## src/rtl/md_seq_ctrl_pkg.sv

```systemverilog
// Shared encodings for the multiply/divide sequencer.
//   md_op_e    : MD opcode as presented by the execute stage
//   md_state_e : sequencer FSM states
package md_seq_ctrl_pkg;

  typedef enum logic [1:0] {
    MD_MULT  = 2'b00,
    MD_MULTU = 2'b01,
    MD_DIV   = 2'b10,
    MD_DIVU  = 2'b11
  } md_op_e;

  typedef enum logic [1:0] {
    IDLE = 2'd0,
    CALC = 2'd1,
    DONE = 2'd2
  } md_state_e;

endpackage

```

## src/rtl/md_seq_ctrl_iter_core.sv

```systemverilog
// One iteration of the multiply/divide datapath on the {acc,q} register pair.
//   is_div : 1 = restoring-divide step, 0 = shift-add multiply step
//   acc_i  : upper half (partial product / partial remainder)
//   q_i    : lower half (multiplier bits / dividend-then-quotient bits)
//   opb_i  : multiplicand (multiply) or divisor (divide)
//   acc_o, q_o : register pair after this step
module md_iter_core #(
  parameter int unsigned WIDTH = 32
) (
  input  logic             is_div,
  input  logic [WIDTH-1:0] acc_i,
  input  logic [WIDTH-1:0] q_i,
  input  logic [WIDTH-1:0] opb_i,
  output logic [WIDTH-1:0] acc_o,
  output logic [WIDTH-1:0] q_o
);

  logic [WIDTH:0]   sum;
  logic [WIDTH:0]   rem;
  logic [WIDTH-1:0] diff;

  always_comb begin
    sum   = {1'b0, acc_i} + {1'b0, opb_i};
    rem   = {acc_i, q_i[WIDTH-1]};
    // Only used when rem >= divisor, so the true difference fits in WIDTH bits.
    diff  = rem[WIDTH-1:0] - opb_i;
    acc_o = acc_i;
    q_o   = q_i;
    if (is_div) begin
      if (rem >= {1'b0, opb_i}) begin
        acc_o = diff;
        q_o   = {q_i[WIDTH-2:0], 1'b1};
      end else begin
        acc_o = rem[WIDTH-1:0];
        q_o   = {q_i[WIDTH-2:0], 1'b0};
      end
    end else begin
      // Carry out of the add shifts into the top of acc.
      if (q_i[0]) begin
        {acc_o, q_o} = {sum, q_i[WIDTH-1:1]};
      end else begin
        {acc_o, q_o} = {1'b0, acc_i, q_i[WIDTH-1:1]};
      end
    end
  end

endmodule

```

## src/rtl/md_seq_ctrl.sv

```systemverilog
// Multi-cycle MULT/MULTU/DIV/DIVU sequencer for the MIPS execute stage.
//   clk, resetn     : clock (rising edge), asynchronous active-low reset
//   md_valid, md_op : op request from execute (00 MULT,01 MULTU,10 DIV,11 DIVU)
//   md_src_a/b      : rs / rt operands, latched on accept
//   md_flush        : cancel any in-flight op
//   md_ready        : an op can be accepted this cycle
//   md_busy         : pipeline stall while iterating
//   md_double_en    : one-cycle HI/LO write strobe
//   md_result       : {HI,LO}, valid while md_double_en is high, else 0
module md_seq_ctrl
  import md_seq_ctrl_pkg::*;
#(
  parameter int unsigned WIDTH = 32
) (
  input  logic               clk,
  input  logic               resetn,
  input  logic               md_valid,
  input  logic [1:0]         md_op,
  input  logic [WIDTH-1:0]   md_src_a,
  input  logic [WIDTH-1:0]   md_src_b,
  input  logic               md_flush,
  output logic               md_ready,
  output logic               md_busy,
  output logic               md_double_en,
  output logic [2*WIDTH-1:0] md_result
);

  localparam int unsigned CW = (WIDTH > 1) ? $clog2(WIDTH) : 1;

  md_state_e        state_q, state_d;
  logic [CW-1:0]    cnt_q, cnt_d;
  logic [WIDTH-1:0] acc_q, acc_d;
  logic [WIDTH-1:0] q_q, q_d;
  logic [WIDTH-1:0] opb_q, opb_d;
  logic             is_div_q, is_div_d;
  logic             signed_q, signed_d;
  logic             sign_a_q, sign_a_d;
  logic             sign_b_q, sign_b_d;

  logic [WIDTH-1:0] core_acc, core_q;

  md_op_e           op;
  logic             op_div, op_signed, accept;
  logic [WIDTH-1:0] mag_a, mag_b;

  md_iter_core #(.WIDTH(WIDTH)) u_core (
    .is_div (is_div_q),
    .acc_i  (acc_q),
    .q_i    (q_q),
    .opb_i  (opb_q),
    .acc_o  (core_acc),
    .q_o    (core_q)
  );

  always_comb begin
    op        = md_op_e'(md_op);
    op_div    = (op == MD_DIV) || (op == MD_DIVU);
    op_signed = (op == MD_MULT) || (op == MD_DIV);
    // Most-negative value maps to itself, read as unsigned.
    mag_a     = (op_signed && md_src_a[WIDTH-1]) ? -md_src_a : md_src_a;
    mag_b     = (op_signed && md_src_b[WIDTH-1]) ? -md_src_b : md_src_b;
    accept    = md_valid && !md_flush && (state_q != CALC);
  end

  always_comb begin
    state_d  = state_q;
    cnt_d    = cnt_q;
    acc_d    = acc_q;
    q_d      = q_q;
    opb_d    = opb_q;
    is_div_d = is_div_q;
    signed_d = signed_q;
    sign_a_d = sign_a_q;
    sign_b_d = sign_b_q;

    unique case (state_q)
      IDLE, DONE: begin
        state_d = IDLE;
        if (accept) begin
          is_div_d = op_div;
          signed_d = op_signed;
          sign_a_d = op_signed && md_src_a[WIDTH-1];
          sign_b_d = op_signed && md_src_b[WIDTH-1];
          cnt_d    = '0;
          acc_d    = '0;
          state_d  = CALC;
          if (op_div) begin
            q_d   = mag_a;
            opb_d = mag_b;
            if (md_src_b == '0) begin
              // Divide-by-zero: preload the fixed result and skip iteration.
              state_d  = DONE;
              acc_d    = md_src_a;
              q_d      = '1;
              signed_d = 1'b0;
              sign_a_d = 1'b0;
              sign_b_d = 1'b0;
            end
          end else begin
            q_d   = mag_b;
            opb_d = mag_a;
          end
        end
      end
      CALC: begin
        acc_d = core_acc;
        q_d   = core_q;
        cnt_d = cnt_q + 1'b1;
        if (cnt_q == CW'(WIDTH - 1)) begin
          state_d = DONE;
        end
      end
      default: state_d = IDLE;
    endcase

    if (md_flush) begin
      state_d = IDLE;
    end
  end

  always_ff @(posedge clk or negedge resetn) begin
    if (!resetn) begin
      state_q  <= IDLE;
      cnt_q    <= '0;
      acc_q    <= '0;
      q_q      <= '0;
      opb_q    <= '0;
      is_div_q <= 1'b0;
      signed_q <= 1'b0;
      sign_a_q <= 1'b0;
      sign_b_q <= 1'b0;
    end else begin
      state_q  <= state_d;
      cnt_q    <= cnt_d;
      acc_q    <= acc_d;
      q_q      <= q_d;
      opb_q    <= opb_d;
      is_div_q <= is_div_d;
      signed_q <= signed_d;
      sign_a_q <= sign_a_d;
      sign_b_q <= sign_b_d;
    end
  end

  logic [2*WIDTH-1:0] prod, mul_res;
  logic [WIDTH-1:0]   quo, rem;
  logic               neg;

  always_comb begin
    prod    = {acc_q, q_q};
    neg     = signed_q && (sign_a_q ^ sign_b_q);
    mul_res = neg ? -prod : prod;
    quo     = neg ? -q_q : q_q;
    rem     = (signed_q && sign_a_q) ? -acc_q : acc_q;

    md_ready     = (state_q != CALC);
    md_busy      = (state_q == CALC);
    md_double_en = (state_q == DONE);
    md_result    = '0;
    if (state_q == DONE) begin
      md_result = is_div_q ? {rem, quo} : mul_res;
    end
  end

endmodule
```

## config.mk

```make
export PLATFORM = sky130hd
export DESIGN_NAME = md_seq_ctrl
export DESIGN_NICKNAME = d
export VERILOG_FILES = /design/src/rtl/md_seq_ctrl_pkg.sv /design/src/rtl/md_seq_ctrl_iter_core.sv /design/src/rtl/md_seq_ctrl.sv
export SDC_FILE = /design/constraint.sdc
export NUM_CORES = 1
export LEC_CHECK = 0
export ABC_AREA = 1
export CORE_MARGIN = 4
export CORE_UTILIZATION = 30
export CTS_CLUSTER_SIZE = 12
export DETAILED_ROUTE_END_ITERATION = 10
export PLACE_DENSITY = 0.54
export SETUP_SLACK_MARGIN = 0.05
export SKIP_LAST_GASP = 1
export SYNTH_ARGS = -nofsm -noshare
export SYNTH_HDL_FRONTEND = slang
export SYNTH_SLANG_ARGS = --single-unit
```

## constraint.sdc

```tcl
create_clock -name clk -period 3.8 [get_ports clk]
set_input_delay 0.76 -clock clk [delete_from_list [all_inputs] [get_ports clk]]
set_output_delay 0.76 -clock clk [all_outputs]
set_load 0.05 [all_outputs]
```

==> results of run 1 <==
metal layers:
layer | part of all wire (%) | GRT usage (%) | wire [µm] | vias up
li1 | - | - | - | 10100
met1 | 43 | 36.6 | 35600 | 9345
met2 | 43 | 41.7 | 35700 | 1006
met3 | 9.3 | 5.37 | 7740 | 147
met4 | 4.7 | 10.9 | 3860 | 0
met5 | 0 | 0 | 0 | -
state kept, by name, summed over array words and instances, names as in the netlist:
signal	flops
sign_a_q	1
q_q	32
cnt_q	5
acc_q	32
sign_b_q	1
state_q	2
is_div_q	1
signed_q	1
opb_q	32
report_power, final:
| group | switching (µW) | internal [µW] | leakage (µW) |
|---|---|---|---|
| clock network | 542 | 466 | 0.000139 |
| registers | 709 | 1480 | 0.00130 |
| logic | 6360 | 2810 | 0.00855 |
| total | 7610 | 4760 | 0.00999 |
placed cells by master, fill, tap and decap left out, types with 4 or more instances in the layout:
cell type	n
nand3_1	261
nand3_2	6
nor4_1	5
nor2_4	11
o21ai_0	186
a21oi_1	184
buf_4	80
nor3_1	35
dfrtp_1	104
inv_2	11
o221ai_1	7
a31oi_1	10
a22oi_1	11
o21bai_1	11
nor2_2	24
nand3b_1	7
nand4_1	46
nand2_1	992
o211ai_1	25
xor2_1	75
and2_1	11
ha_1	68
buf_12	51
o21ai_1	10
inv_1	453
clkbuf_16	9
xnor2_1	7
nand2_2	13
nor2_1	381
clkdlybuf4s50_1	72
nor3_2	4
kinds of logic after synthesis:
kind of cell	count (synthesis)
compound gates	461
xor+xnor	82
fa+ha+maj	72
buf+inv	560
flops	107
simple gates	1809
metrics by stage:
step	setup WS [ps]	total power, µW	setup TNS, ps	util, %
global route	-17.8	13300	-17.8	36.1
floorplan	328	7750	0	-
detailed placement	435	11100	0	35.5
CTS	57.8	12100	0	36.0
finish	165	12400	0	36.1
global placement	427	11100	0	35.5
worst max-delay path, stage by stage (launching register included):
cell and delay [ps]:
dfrtp_2 450, nor3_1 310, nand2_1 200, nor2_2 210, nand3_1 180, nor2_2 270
inv_1 80, nand2_1 90, nand2_1 80, inv_1 100, nand2_1 70, nand3_1 60
nand2_1 60, nor2_1 180, buf_12 170
worst paths after layout:
path | start | to | slack (ps) | cells after the start
max in group asynchronous | resetn | q_q[12]$_DFFE_PN0P_ | 2760 | 2
min in group clk | cnt_q[4]$_DFFE_PN0P_ | cnt_q[4]$_DFFE_PN0P_ | 520 | 1
worst max register to register | acc_q[19]$_DFFE_PN0P_ | acc_q[21]$_DFFE_PN0P_ | 610 | 12
worst min register to register | cnt_q[4]$_DFFE_PN0P_ | cnt_q[4]$_DFFE_PN0P_ | 520 | 1
worst min-delay path | resetn | acc_q[27]$_DFFE_PN0P_ | 310 | 1
worst max-delay path | q_q[0]$_DFFE_PN0P_ | md_result[51] | 160 | 14
final cells by class:
| type | instances | area, µm² |
|---|---|---|
| Sequential cell | 107 | 2680 |
| Clock buffer | 9 | 225 |
| Antenna cell | 1 | 2.50 |
| Multi-Input combinational cell | 2424 | 11800 |
| Fill cell | 6259 | 35100 |
| Timing Repair Buffer | 203 | 2340 |
| Inverter | 467 | 1750 |
| Clock inverter | 7 | 71.3 |
| Tap cell | 748 | 936 |
==> impl_metrics.ini, run 1 <==
[routing]
drc = 0
via_per_inst = 5.19
ant_nets = 0
wl_per_cell_um = 20.9
drt_first_pass_iters = 7
drt-total-wl_mm = 82.9
num_vias = 20600
drtIter0Drc = 2418

[sta]
fin_crit_ps = 3640
post-route-period-util_pct = 95.7
hold_viol_final = 0
rsz0062_at_grt = true
whs_ps = 306
relSlewSlack_pct = 51.4
maxSlewViolCount = 0
setup_viol = 0
tightest_slew_ps = 729
fmax_ghz = 0.275
finClkSkew_ps = 21.2

[clocking]
cts_root_buf = clkbuf_16
cts_hold_buf = 0
clkSinkCount = 107
cts_max_path_buffers = 2
numCtsBuffers = 9
clk_latency_ps = 390
post_cts_buffers = 0
clk_pin_slew_ps = 90
cts_tree = built
ctsResizeCount = 0
cts_max_level = 3

[global_route]
antenna_found_initial = 1
grt_pass1_vias = 18700
grt-ovfl-total = 0
grt_start_max_net_pins = 62
grt_pass1_wl_mm = 121
grtUsageTotal_pct = 26.9

[floorplanning]
die-area_um2 = 59200
floorplan.initialDensity_pct = 30.2
die_w_um = 243
coreArea_um2 = 55000
die_h_um = 243
num_rows = 86
boundaryPins = 137

[critical_path]
crit_fanout = 7
cp_data_required_time_ps = 3040
cp.arrival_ps = 2880
endpoint_kind = primary output
worstSetupPathType = flip-flop to primary output
start_kind = flip-flop

[finish]
areaGrowthSynthToFinish_pct = 19.4
fin_area_um2 = 19800
drive_gt1_share_pct = 7.30
fin_nets = 3354
final_cells = 3966

[placed_design]
dp_cells = 3949
post-dp-hpwl_mm = 69.0
finalWeightedCongestion = 1.03
port_buffers = 136
placedInstanceArea_um2 = 19500

[synth]
syn_area_um2 = 16600
ys_seq_area_share_pct = 16.1
synth_top_area_share_pct = 22.4
ys.flop_type = dfrtp_1
ys_types = 50
synthArstFlopShare_pct = 100
synth_edf_count = 0
synthTopCellsByArea = nand2_1 (22%), dfrtp_1 (16%), inv_1 (10%)
synth_mux_area_share_pct = 0
synth-simple-area-share_pct = 45.8
synth_top_cell_by_area = nand2_1
netlist_top_cells_count = nand2_1 (992), inv_1 (455), nor2_1 (392)
synthCells = 3091
synthMostInstantiatedCell = nand2_1
synth_top_family_by_area = simple AND/OR/NAND/NOR gates
syn_avg_cell_area_um2 = 5.38
yosysWarnings = 0
ys_ff_latch = 107
syn_nets = 3233
synth_compound_area_share_pct = 15.2
synthAdderAreaFrac_pct = 5.51
synth-xor-area-share_pct = 4.32

[pwr]
peakVddDrop_v = 0.000299
p_per_area_nw_per_um2 = 624
p_leak_uw = 0.00999

[hold_path]
hp-class = input pin to asynchronous set/reset pin

[flow_run]
drv_cap = 0

[status]
run_status = finished, final reports clean
Power figures use the tool's default switching activity.
==> inputs of run 2 (changes only) <==
--- a/config.mk
+++ b/config.mk
@@ -13,3 +13,2 @@
 export PLACE_DENSITY = 0.54
-export SETUP_SLACK_MARGIN = 0.05
 export SKIP_LAST_GASP = 1
--- a/constraint.sdc
+++ b/constraint.sdc
@@ -3,2 +3,2 @@
 set_output_delay 0.76 -clock clk [all_outputs]
-set_load 0.05 [all_outputs]
+set_load 0.1 [all_outputs]
==> run 2 against run 1 <==
Net effect: register-to-register slack worse by 30 ps; core utilization grew 0.43 points; clock skew decreased by 2.9 ps; global-route usage up 0.32 points.
==> impl_metrics.ini, run 2 (synthesis gave the netlist of run 1 again) <==
[floorplanning]
boundaryPins = 137
die_h_um = 243
die_w_um = 243
floorplan.initialDensity_pct = 30.2
die-area_um2 = 59200
num_rows = 86
coreArea_um2 = 55000

[critical_path]
cp_cell_sequence = nor3_1, nand2_1, nor2_2, nand3_1, nor2_4, inv_1, nand2_1, nand2_1, inv_1, nand2_1, nand3_1, nand2_1, nor2_1, buf_12
crit_family = simple AND/OR/NAND/NOR gates
cp_data_required_time_ps = 3040
critPathMaxStageDelay_ps = 420
worst-path-buf-inv = 3
crit-reg2reg-capture = acc_q[21]$_DFFE_PN0P_
ff2ff_setup_slack_ps = 580
start_kind = flip-flop
reg2reg_depth = 13
worstSetupPathType = flip-flop to primary output
crit_slowest_cell = dfrtp_1
crit_top_cell = nand2_1
crit_fanout = 4
crit-reg2reg-launch = opb_q[20]$_DFFE_PN0P_
cp.arrival_ps = 2930
endpoint_kind = primary output

[placed_design]
placedInstanceArea_um2 = 19700
port_buffers = 136
finalWeightedCongestion = 1.03
post-dp-hpwl_mm = 69.6
dp_cells = 3938

[routing]
via_per_inst = 5.21
dr.max_layer_used = met4
wl_met2_mm = 36.8
met3_length_mm = 6.56
ant_nets = 0
wl_per_cell_um = 21.3
drt_first_pass_iters = 6
drtIter0Drc = 2428
drt-total-wl_mm = 84.2
wl_met1_mm = 37.4
num_vias = 20600
drc = 0

[finish]
n_antenna_cell = 0
final_cells = 3954
fin_nets = 3343
reg.largest.list = acc_q x32, opb_q x32, q_q x32
fin_area_um2 = 20100
layout_common_cells = nand2_1 (992), inv_1 (454), nor2_1 (377)
final_common_cell = nand2_1
drive_gt1_share_pct = 7.86
areaGrowthSynthToFinish_pct = 20.8

[sta]
rsz0062_at_grt = true
fmax_ghz = 0.271
relSlewSlack_pct = 43.8
tightest_slew_ps = 844
finClkSkew_ps = 18.3
maxSlewViolCount = 0
setup-tns-final_ps = 0
whs_ps = 466
fin_crit_ps = 3690
hold_viol_final = 0
post-route-period-util_pct = 97.1
setup_viol = 0

[clocking]
cts_max_level = 3
clk_latency_ps = 390
cts_max_path_buffers = 2
post_cts_buffers = 0
clk_pin_slew_ps = 110
numCtsBuffers = 9
cts_tree = built
cts_hold_buf = 0
clkSinkCount = 107
cts_root_buf = clkbuf_16

[status]
run_status = finished, final reports clean

[global_route]
grt_start_max_net_pins = 82
grt_pass1_wl_mm = 123
grt-ovfl-total = 0
antenna_found_initial = 0
grtUsageTotal_pct = 27.2
grt_pass1_vias = 18600

[hold_path]
hp-class = input pin to asynchronous set/reset pin

[pwr]
p_per_area_nw_per_um2 = 633
p_leak_uw = 0.0100
peakVddDrop_v = 0.000328
p_total_uw = 12700

[flow_run]
drv_cap = 0
run 2: changes by cell type in the layout (fill, tap and decap cells not counted), moves of 8 or more:
cell,change
nor3_2,+8
buf_4,-22
a21oi_2,+12
buf_12,+15
nor3_1,-8
a21oi_1,-12
run 2: worst max path at each step:
stage | startpoint | to | depth (start not counted) | slack [ps]
final | q_q[1]$_DFFE_PN0P_ | md_result[51] | 14 | 110
after global routing | q_q[1]$_DFFE_PN0P_ | md_result[34] | 13 | -100
after CTS | q_q[1]$_DFFE_PN0P_ | md_result[51] | 14 | 9
after detailed placement | md_src_b[0] | acc_q[0]$_DFFE_PN0P_ | 13 | 340
after global placement | md_src_b[0] | acc_q[0]$_DFFE_PN0P_ | 13 | 320
after floorplan | acc_q[0]$_DFFE_PN0P_ | md_result[46] | 14 | -2
run 2: final cells by class:
type | count | area, µm²
clock buffers | 9 | 225
multi-input cells | 2424 | 11900
well taps | 748 | 936
repair buffers | 192 | 2440
fillers | 6184 | 34900
flip-flops and latches | 107 | 2680
clock inverters | 7 | 97.6
inverters | 467 | 1750
run 2: metrics by stage:
stage               util [%]  worst slack, ps
finish                  36.5              110
global route            36.5            -98.6
CTS                     36.4             8.74
detailed placement      35.8              335
global placement        35.8              322
floorplan                  -            -2.25
run 2: timing repair:
| action | CTS | global route |
|---|---|---|
| hold endpoints to repair | 0 | 0 |
| setup endpoints to repair | 0 | 22 |
| resized for setup | 0 | 21 |
run 2: routing by layer:
metal	track usage, %	up-vias
li1	-	10000
met1	38.3	9456
met2	42.9	970
met3	3.50	123
met4	9.40	0
met5	0	-
run 2: power breakdown:
group	switching (µW)	total (µW)	internal [µW]
logic	6570	9400	2830
registers	739	2220	1480
clock network	597	1090	490
